<file path="src/rtl/ex_muldiv_unit.sv">
// ---------------------------------------------------------------------------
// ex_muldiv_unit
// Iterative multiply/divide unit for the EX stage. A shift-add multiplier and
// a restoring divider share one set of working registers and take one cycle
// per result bit. While an operation is pending the pipeline front end is
// frozen through Stall_o. The result is then presented with a one-cycle Done_o
// pulse so the EX/MEM latch can capture it.
//
// Optional feature macro: MULDIV_HILO_EN
//    When it is defined, the Hi_o port carries one of two values:
//       - the upper product word for MUL/MULU
//       - the remainder for DIV/DIVU
//
// Ports
//    Clock_i    in   1      clock, all state changes on posedge
//    Reset_i    in   1      synchronous active-high reset
//    Start_i    in   1      operation request, only looked at in IDLE
//    Op_i       in   2      00 MUL, 01 MULU, 10 DIV, 11 DIVU
//    Data1_i    in   WIDTH  multiplicand / dividend
//    Data2_i    in   WIDTH  multiplier / divisor
//    Result_o   out  WIDTH  low product word or quotient (held between ops)
//    Stall_o    out  1      freeze upstream pipeline while op is pending
//    Done_o     out  1      one-cycle result-valid pulse
//    DivZero_o  out  1      qualifies Done_o: divide had a zero divisor
//    Hi_o       out  WIDTH  upper product / remainder (MULDIV_HILO_EN only)
// ---------------------------------------------------------------------------
module ex_muldiv_unit #(
   parameter int WIDTH = 32
) (
   input  logic             Clock_i,
   input  logic             Reset_i,
   input  logic             Start_i,
   input  logic [1:0]       Op_i,
   input  logic [WIDTH-1:0] Data1_i,
   input  logic [WIDTH-1:0] Data2_i,
   output logic [WIDTH-1:0] Result_o,
   output logic             Stall_o,
   output logic             Done_o,
   output logic             DivZero_o
`ifdef MULDIV_HILO_EN
   ,output logic [WIDTH-1:0] Hi_o
`endif
);

   localparam int CW = $clog2(WIDTH);
   localparam logic [CW-1:0] LAST = CW'(WIDTH - 1);

   localparam logic [1:0] S_IDLE = 2'd0;
   localparam logic [1:0] S_BUSY = 2'd1;
   localparam logic [1:0] S_DONE = 2'd2;

   logic [1:0]       r_state;
   logic [CW-1:0]    r_count;
   logic [WIDTH-1:0] r_hi;
   logic [WIDTH-1:0] r_lo;
   logic [WIDTH-1:0] r_b;
   logic             r_isdiv;
   logic             r_divz;
   logic             r_negres;
`ifdef MULDIV_HILO_EN
   logic             r_negrem;
`endif

   logic             w_signed;
   logic             w_aneg;
   logic             w_bneg;
   logic [WIDTH-1:0] w_amag;
   logic [WIDTH-1:0] w_bmag;
   logic [WIDTH:0]   w_sum;
   logic [WIDTH:0]   w_shift;
   logic [WIDTH:0]   w_diff;
   logic [WIDTH-1:0] w_hi_nxt;
   logic [WIDTH-1:0] w_lo_nxt;
   logic [WIDTH-1:0] w_result;
`ifdef MULDIV_HILO_EN
   logic [2*WIDTH-1:0] w_prod;
   logic [WIDTH-1:0]   w_hiresult;
`endif

   // Op_i[0] set means unsigned. Signed operands are reduced to magnitudes so
   // that a single unsigned core serves all four operations.
   always_comb begin
      w_signed = ~Op_i[0];
      w_aneg   = w_signed & Data1_i[WIDTH-1];
      w_bneg   = w_signed & Data2_i[WIDTH-1];
      w_amag   = w_aneg ? -Data1_i : Data1_i;
      w_bmag   = w_bneg ? -Data2_i : Data2_i;
   end

   // One iteration of the shared core.
   // Multiply: r_lo holds the multiplier, and the product shifts in from the
   // top of {r_hi, r_lo}.
   // Divide: r_lo holds the dividend and collects quotient bits, and r_hi is
   // the partial remainder. The remainder always stays below the divisor, so
   // it fits in WIDTH bits.
   always_comb begin
      w_sum   = {1'b0, r_hi} + (r_lo[0] ? {1'b0, r_b} : '0);
      w_shift = {r_hi, r_lo[WIDTH-1]};
      w_diff  = w_shift - {1'b0, r_b};
      if (r_isdiv) begin
         if (!w_diff[WIDTH]) begin
            w_hi_nxt = w_diff[WIDTH-1:0];
            w_lo_nxt = {r_lo[WIDTH-2:0], 1'b1};
         end else begin
            w_hi_nxt = w_shift[WIDTH-1:0];
            w_lo_nxt = {r_lo[WIDTH-2:0], 1'b0};
         end
      end else begin
         w_hi_nxt = w_sum[WIDTH:1];
         w_lo_nxt = {w_sum[0], r_lo[WIDTH-1:1]};
      end
   end

   // Sign fix-up of the final iteration's values. The low word of a negated
   // double-width product depends only on the low word, so the full-width
   // negate is needed only when the upper word is exported.
   // The -2^(WIDTH-1) / -1 overflow case needs no special handling: its
   // magnitude quotient is already the required bit pattern.
   always_comb begin
      w_result = r_negres ? -w_lo_nxt : w_lo_nxt;
`ifdef MULDIV_HILO_EN
      w_prod = {w_hi_nxt, w_lo_nxt};
      if (r_negres) begin
         w_prod = -w_prod;
      end
      if (r_isdiv) begin
         w_hiresult = r_negrem ? -w_hi_nxt : w_hi_nxt;
      end else begin
         w_hiresult = w_prod[2*WIDTH-1:WIDTH];
      end
`endif
   end

   // Control FSM and the working/output registers.
   // A divide by zero skips every iteration. It spends a single pass-through
   // cycle in BUSY, so Done_o arrives two cycles after the request.
   always_ff @(posedge Clock_i) begin
      if (Reset_i) begin
         r_state   <= S_IDLE;
         r_count   <= '0;
         r_hi      <= '0;
         r_lo      <= '0;
         r_b       <= '0;
         r_isdiv   <= 1'b0;
         r_divz    <= 1'b0;
         r_negres  <= 1'b0;
         Result_o  <= '0;
         DivZero_o <= 1'b0;
`ifdef MULDIV_HILO_EN
         r_negrem  <= 1'b0;
         Hi_o      <= '0;
`endif
      end else begin
         case (r_state)
            S_IDLE: begin
               if (Start_i) begin
                  r_state  <= S_BUSY;
                  r_hi     <= '0;
                  r_b      <= w_bmag;
                  r_isdiv  <= Op_i[1];
                  r_negres <= w_aneg ^ w_bneg;
`ifdef MULDIV_HILO_EN
                  r_negrem <= w_aneg;
`endif
                  if (Op_i[1] && (Data2_i == '0)) begin
                     r_divz  <= 1'b1;
                     r_count <= LAST;
                     r_lo    <= Data1_i;
                  end else begin
                     r_divz  <= 1'b0;
                     r_count <= '0;
                     r_lo    <= w_amag;
                  end
               end
            end
            S_BUSY: begin
               if (!r_divz) begin
                  r_hi <= w_hi_nxt;
                  r_lo <= w_lo_nxt;
               end
               r_count <= r_count + 1'b1;
               if (r_count == LAST) begin
                  r_state <= S_DONE;
                  if (r_divz) begin
                     Result_o  <= '1;
                     DivZero_o <= 1'b1;
`ifdef MULDIV_HILO_EN
                     Hi_o      <= r_lo;
`endif
                  end else begin
                     Result_o  <= w_result;
                     DivZero_o <= 1'b0;
`ifdef MULDIV_HILO_EN
                     Hi_o      <= w_hiresult;
`endif
                  end
               end
            end
            S_DONE: begin
               r_state <= S_IDLE;
            end
            default: begin
               r_state <= S_IDLE;
            end
         endcase
      end
   end

   // Stall is low in DONE so the pipeline advances and latches Result_o.
   always_comb begin
      Stall_o = (r_state == S_BUSY) | ((r_state == S_IDLE) & Start_i);
      Done_o  = (r_state == S_DONE);
   end

endmodule
</file>
<file path="config.mk">
export PLATFORM = sky130hd
export DESIGN_NAME = ex_muldiv_unit
export DESIGN_NICKNAME = d
export VERILOG_FILES = /design/src/rtl/ex_muldiv_unit.sv
export SDC_FILE = /design/constraint.sdc
export NUM_CORES = 1
export LEC_CHECK = 0
export ABC_AREA = 1
export CORE_MARGIN = 2
export CORE_UTILIZATION = 49
export DETAILED_ROUTE_END_ITERATION = 8
export GPL_ROUTABILITY_DRIVEN = 0
export GPL_TIMING_DRIVEN = 0
export PLACE_DENSITY = 0.77
export SETUP_SLACK_MARGIN = 0.3
export SYNTH_ARGS = -nofsm -noshare
export SYNTH_HDL_FRONTEND = slang
export SYNTH_SLANG_ARGS = --single-unit
</file>
<file path="constraint.sdc">
create_clock -name Clock_i -period 4.2 [get_ports Clock_i]
set_input_delay 0.63 -clock Clock_i [delete_from_list [all_inputs] [get_ports Clock_i]]
set_output_delay 0.63 -clock Clock_i [all_outputs]
set_load 0.01 [all_outputs]
</file>
[Word level (Yosys, flattened, before mapping)]
Cells that the tools add are included.
Storage, ports and cells
  register bits: 139
  input bits: 69
  logic and storage cells: 61
Operators by class
  add/sub/neg operators: 6
  eq/ne operators: 6
  multiplexer cells: 24
  bitwise logic cells: 6
  reductions and logical operators: 9
Operators by type and width (number)
  $mux 32: 13
  $pmux 32 s2: 2
  $neg 32->32: 3
  $add 32x32->33: 1
  $sub 33x32->33: 1
  $logic_not 32->1: 1
  $mux 5: 2
  $pmux 5 s2: 1
  $reduce_and 2->1: 4
  $ne 2x2->1 const B: 3
  $add 5x1->5 const B: 1
  $eq 5x5->1 const B: 1
  $mux 2: 2
  $pmux 2 s2: 1
  $and 1x1->1: 3
  $mux 1: 3
  $reduce_and 3->1: 1
  $eq 2x1->1 const B: 1
  $eq 2x2->1 const B: 1
  $logic_not 2->1: 1
  $reduce_bool 2->1: 1
  $logic_and 1x1->1: 1
  $not 1->1: 1
  $or 1x1->1: 1
  $xor 1x1->1: 1

[Logic depth before layout (Yosys ltp)]
Gate-level depths: netlist of run 1.
  depth after elaboration: 6
  depth in mapped cells: 27
  depth with buffers taken out: 27

[Worst setup path before layout of run 1]
OpenSTA, ideal clock, no wires.
  path kind: register to register
  start: register r_lo[31]
  end: register Result_o[30]
  setup time: 0.114 ns
  arrival: 2.985 ns
  setup slack: 1.101 ns
  stages on the path, launching flop included: 27
  path buffers: 0
  period minus slack after synthesis: 3.099 ns
  cells stage by stage: dfxtp_1 > inv_1 > ha_1 > inv_1 > fa_1 > nand3_1 > nand2_1 > nand2_1 > nand2_1 > nand2_1 > nand2_1 > nand2_1 > nand2_1 > nand2_2 > nand3_1 > nand2_2 > ha_1 > nand3_1 > nor2_4 > nand4_2 > nand3b_4 > nor2_4 > nor2_1 > a21oi_2 > nor2_1 > o21bai_1 > inv_1
Between the ends
  longest elaborated chain between the ends: 6
Ends and longest elaborated chain
  from (decl): RTL line 55  | logic [WIDTH-1:0] r_lo;
  from (signal assigned): RTL line 168  | r_lo <= Data1_i;
  from (signal assigned): RTL line 172  | r_lo <= w_amag;
  from (signal assigned): RTL line 179  | r_lo <= w_lo_nxt;
  $sub 33x32->33: RTL line 99  | w_diff = w_shift - {1'b0, r_b};
  $mux 1: RTL line 101  | if (!w_diff[WIDTH]) begin
  $mux 32 *: RTL line 100  | if (r_isdiv) begin
  $neg 32->32: RTL line 120  | w_result = r_negres ? -w_lo_nxt : w_lo_nxt;
  $mux 32 *: RTL line 120
  $mux 32 *: RTL line 184  | if (r_divz) begin
  to (signal assigned): RTL line 191  | Result_o <= w_result;
  to (decl): RTL line 36  | output logic [WIDTH-1:0] Result_o,
Every way passes the cells marked *; elsewhere a longest branch is shown, timed or not.
A chain may end at the register's enable or synchronous reset.

[Worst setup path in the final report of run 1]
  start: register r_lo[31]
  end: register Result_o[26]
Between the ends
  longest elaborated chain between the ends: 6
Ends and longest elaborated chain (RTL line)
  $sub 33x32->33: 99
  $mux 1: 101
  $mux 32: 100
  $neg 32->32: 120
  $mux 32: 120
  $mux 32: 184
No other way between the ends.

==> metrics.md, run 1 <==
| Metric | Value |
|---|---|
| Mapped Cells | roughly 2,100 |
| DRC | 0 |
| Clock Latency Late Sink | roughly 440 ps |
| NumNets Final | roughly 2,400 |
| Root Buffer | clkbuf_16 |
| Fin util | between 50 and 60% |
| Hold Startpoint | r_lo[27]$_SDFFE_PP0P_ |
| Critical path class | register to register |
| Most used cell, CP | nand2_1 |
| Vias per cell | between 5 and 6 |
| Hold buffer count at CTS | 0 |
| Crit path DAT | 4010 ps |
| RSZ-0062 raised after global routing | false |
| Min Clock Period, post-route | 3680 ps |
| Worst path slowest cell | fa_1 |
| Max-Cap Viols | 0 |
| Data required, critical path | 4530 ps |
| Area growth syn-to-layout | 15.9% |
| Area share of the largest cell type after synthesis | 21.4% |
| Critical path capture point type | register |
| Die Height | 167 microns |
| Largest net degree at the start of global routing | 17 |
| Pleak | 0.00694 uW |
| TritonCTS buffer count | 17 |
| Syn nets | 2,275 |
| Post-synthesis sequential area ratio | 21.4% |
| HPWL Detailed | 37,100 microns |
| Clock-pin slew on the worst setup and hold paths | around 60 ps |
| Worst slew pin tran | 881 ps |
| Share of post-route cells with drive strength above 1 | ~6.4% |
| Core ar. | 26,100 sq um |
| Setup slack after layout | 522 ps |
| Startpoint Class | register |
| Setup TNS | 0 ps |
| Max-slew headroom | about two fifths |
| First-pass GRT wire length | around 74,000 microns |
| DRT Wirelength | around 47,000 microns |
| Synth Flop Type | dfxtp_1 |
| DR pass1 iterations | 6 |
| VDD IR-drop max | 0.000289 V |
| Via count | between 15,000 and 20,000 |
| Clk buf depth | 2 |
| All-Layer GR Usage | 33.0% |
| Dominant cells by area after synthesis | dfxtp_1 (21%), nand2_1 (14%), a21oi_1 (8.4%) |
| CP delay by family, top | simple AND/OR/NAND/NOR gates |
| Dominant cell type by area after synthesis | dfxtp_1 |
| EDFF count, synth | 0 |
| Clk sinks | 139 |
| Initial DRC count | 2,145 |
| Status | finished, final reports clean |
| Number of synthesized register bits | about 140 |
| Post-synthesis cell type count | 60 |
| Diodes inserted | 0 |
| Initial Util | 49.9% |
| Avg Inst Size Synth | slightly above 6 sq um |
| Hold WC Path Type | register to register |
| Clock skew | around 14 ps |
| R2r startpoint | r_lo[31]$_SDFFE_PP0P_ |
| Vias in the first global route | about 14,000 |
| Die width | 167 microns |
| H-tree depth | 4 |
| Post-synthesis async set-or-reset flop share | 0% |
| FP Rows | 59 |
| Final ANT Viol Nets | 0 |
| Synth warn | 0 |
| Total power | around 4800 uW |
| Port Buffers | 103 |
| Fmax | about 270 MHz |
| R2R setup slack | 520 ps |
| Max incr delay on CP | 400 ps |
| Power density over the cells | 317 nW/um^2 |
| CTS tree | built |
| WL per Instance | 18.0 microns |
| Total grt overflow | 0 |
| Worst Setup SP | r_lo[31]$_SDFFE_PP0P_ |
| CP bufs+invs | 3 |
| Num ports | 104 |
| Initial antenna violation count | 0 |
| Die area | 27,900 sq um |
| Fin crit share | 87.6% |
| Setup-failing EPs final | 0 |
| Crit path max fanout | 4 |
| Final hold viol count | 0 |
| Post-Place Worst Slack | 436 ps |
| Count leader, synth | nand2_1 |
| Synth top cells by count | nand2_1 (471), inv_1 (283), a21oi_1 (217) |
| Fin. max-slew vios | 0 |
| Post-synthesis cell area | 13,000 sq um |
| WHS | 474 ps |
## kinds of logic after synthesis
kind of cell | count (synthesis) | share of synthesized area [%]
compound gates | 533 | 23.4
xor+xnor | 75 | 5.05
fa+ha+maj | 71 | 6.95
buf+inv | 390 | 12.0
flops | 139 | 21.4
simple gates | 927 | 31.2
## stage by stage
stage,area [sq um],std cells
after global routing,15100,2606
after CTS,15100,2604
after global placement,14500,2573
after detailed placement,14500,2573
final,15100,2606
after floorplan,13000,2135
## worst register-to-register path, stage by stage (launching register included)
cell and delay, ps:
dfxtp_1 310, inv_2 90, ha_1 150, inv_1 60, fa_1 410, nand3_1 90
nand2_1 120, nand2_1 90, nand2_1 110, nand2_1 80, nand2_1 150, nand2_2 130
nand2_1 70, nand2_2 70, nand3_1 150, nand2_4 140, ha_1 190, nand3_1 120
nor2_4 140, nand4_2 130, nand3b_4 220, nor2_4 120, a21oi_1 80, xor2_1 180
o21bai_1 150, inv_1 50
## layout by cell type (no fill, tap or decap), drive strengths merged, types with 13 or more instances in the layout
| cell type | n |
|---|---|
| nand3 | 138 |
| nor4 | 13 |
| dfxtp | 139 |
| nand2 | 479 |
| clkdlybuf4s50 | 103 |
| nand4 | 21 |
| xor2 | 44 |
| xnor2 | 31 |
| o21a | 14 |
| clkbuf | 74 |
| buf | 32 |
| nor2 | 220 |
| o21ai | 197 |
| ha | 69 |
| o211ai | 31 |
| o21bai | 14 |
| inv | 308 |
| nor3 | 34 |
| o221ai | 15 |
| a21oi | 224 |
## final timing paths
| path | to | depth (start not counted) |
|---|---|---|
| min | r_lo[27]$_SDFFE_PP0P_ | 2 |
| max | Result_o[26]$_SDFFE_PP0P_ | 25 |
| max reg2reg | Result_o[26]$_SDFFE_PP0P_ | 25 |
| min reg2reg | r_lo[27]$_SDFFE_PP0P_ | 2 |
## flip-flops by register name, summed over array words and instances (netlist names)
signal	cells
DivZero_o	1
Result_o	32
r_b	32
r_count	5
r_divz	1
r_hi	32
r_isdiv	1
r_lo	32
r_negres	1
r_state	2
## power breakdown
group / internal, uW / switching (uW) / total [uW] / leakage (uW)
combinational: 568 / 1160 / 1730 / 0.00553
sequential: 1400 / 89.2 / 1490 / 0.00114
clock: 936 / 629 / 1560 / 0.000281
total: 2900 / 1880 / 4780 / 0.00694
## layout make-up
class | instances | area, sq um
clock buffers | 22 | 484
clock inverters | 9 | 113
well taps | 335 | 419
flip-flops and latches | 139 | 2780
repair buffers | 105 | 1050
multi-input cells | 1606 | 8670
plain buffers | 82 | 404
fillers | 2519 | 11000
inverters | 308 | 1160
## routing by layer
metal | part of all wire, % | vias up | wire [microns] | global-route usage (%)
met5 | 0 | - | 0 | 0
met4 | 5.0 | 0 | 2360 | 16.8
met1 | 41 | 6933 | 19200 | 42.4
met2 | 43 | 905 | 20200 | 52.0
li1 | - | 7324 | - | -
met3 | 11 | 185 | 5160 | 7.37
## repair_timing
item | CTS | global route
buffers inserted | 0 | 2
setup endpoints to repair | 0 | 10
gates resized for setup | 0 | 5
No activity file was read; power rests on OpenSTA's default activity.
==> run 2: changes to the inputs <==
CTS_CLUSTER_SIZE = 20   (was default)
==> results of run 2 <==
Final layout, timing and power as in run 1 (identical DEF).
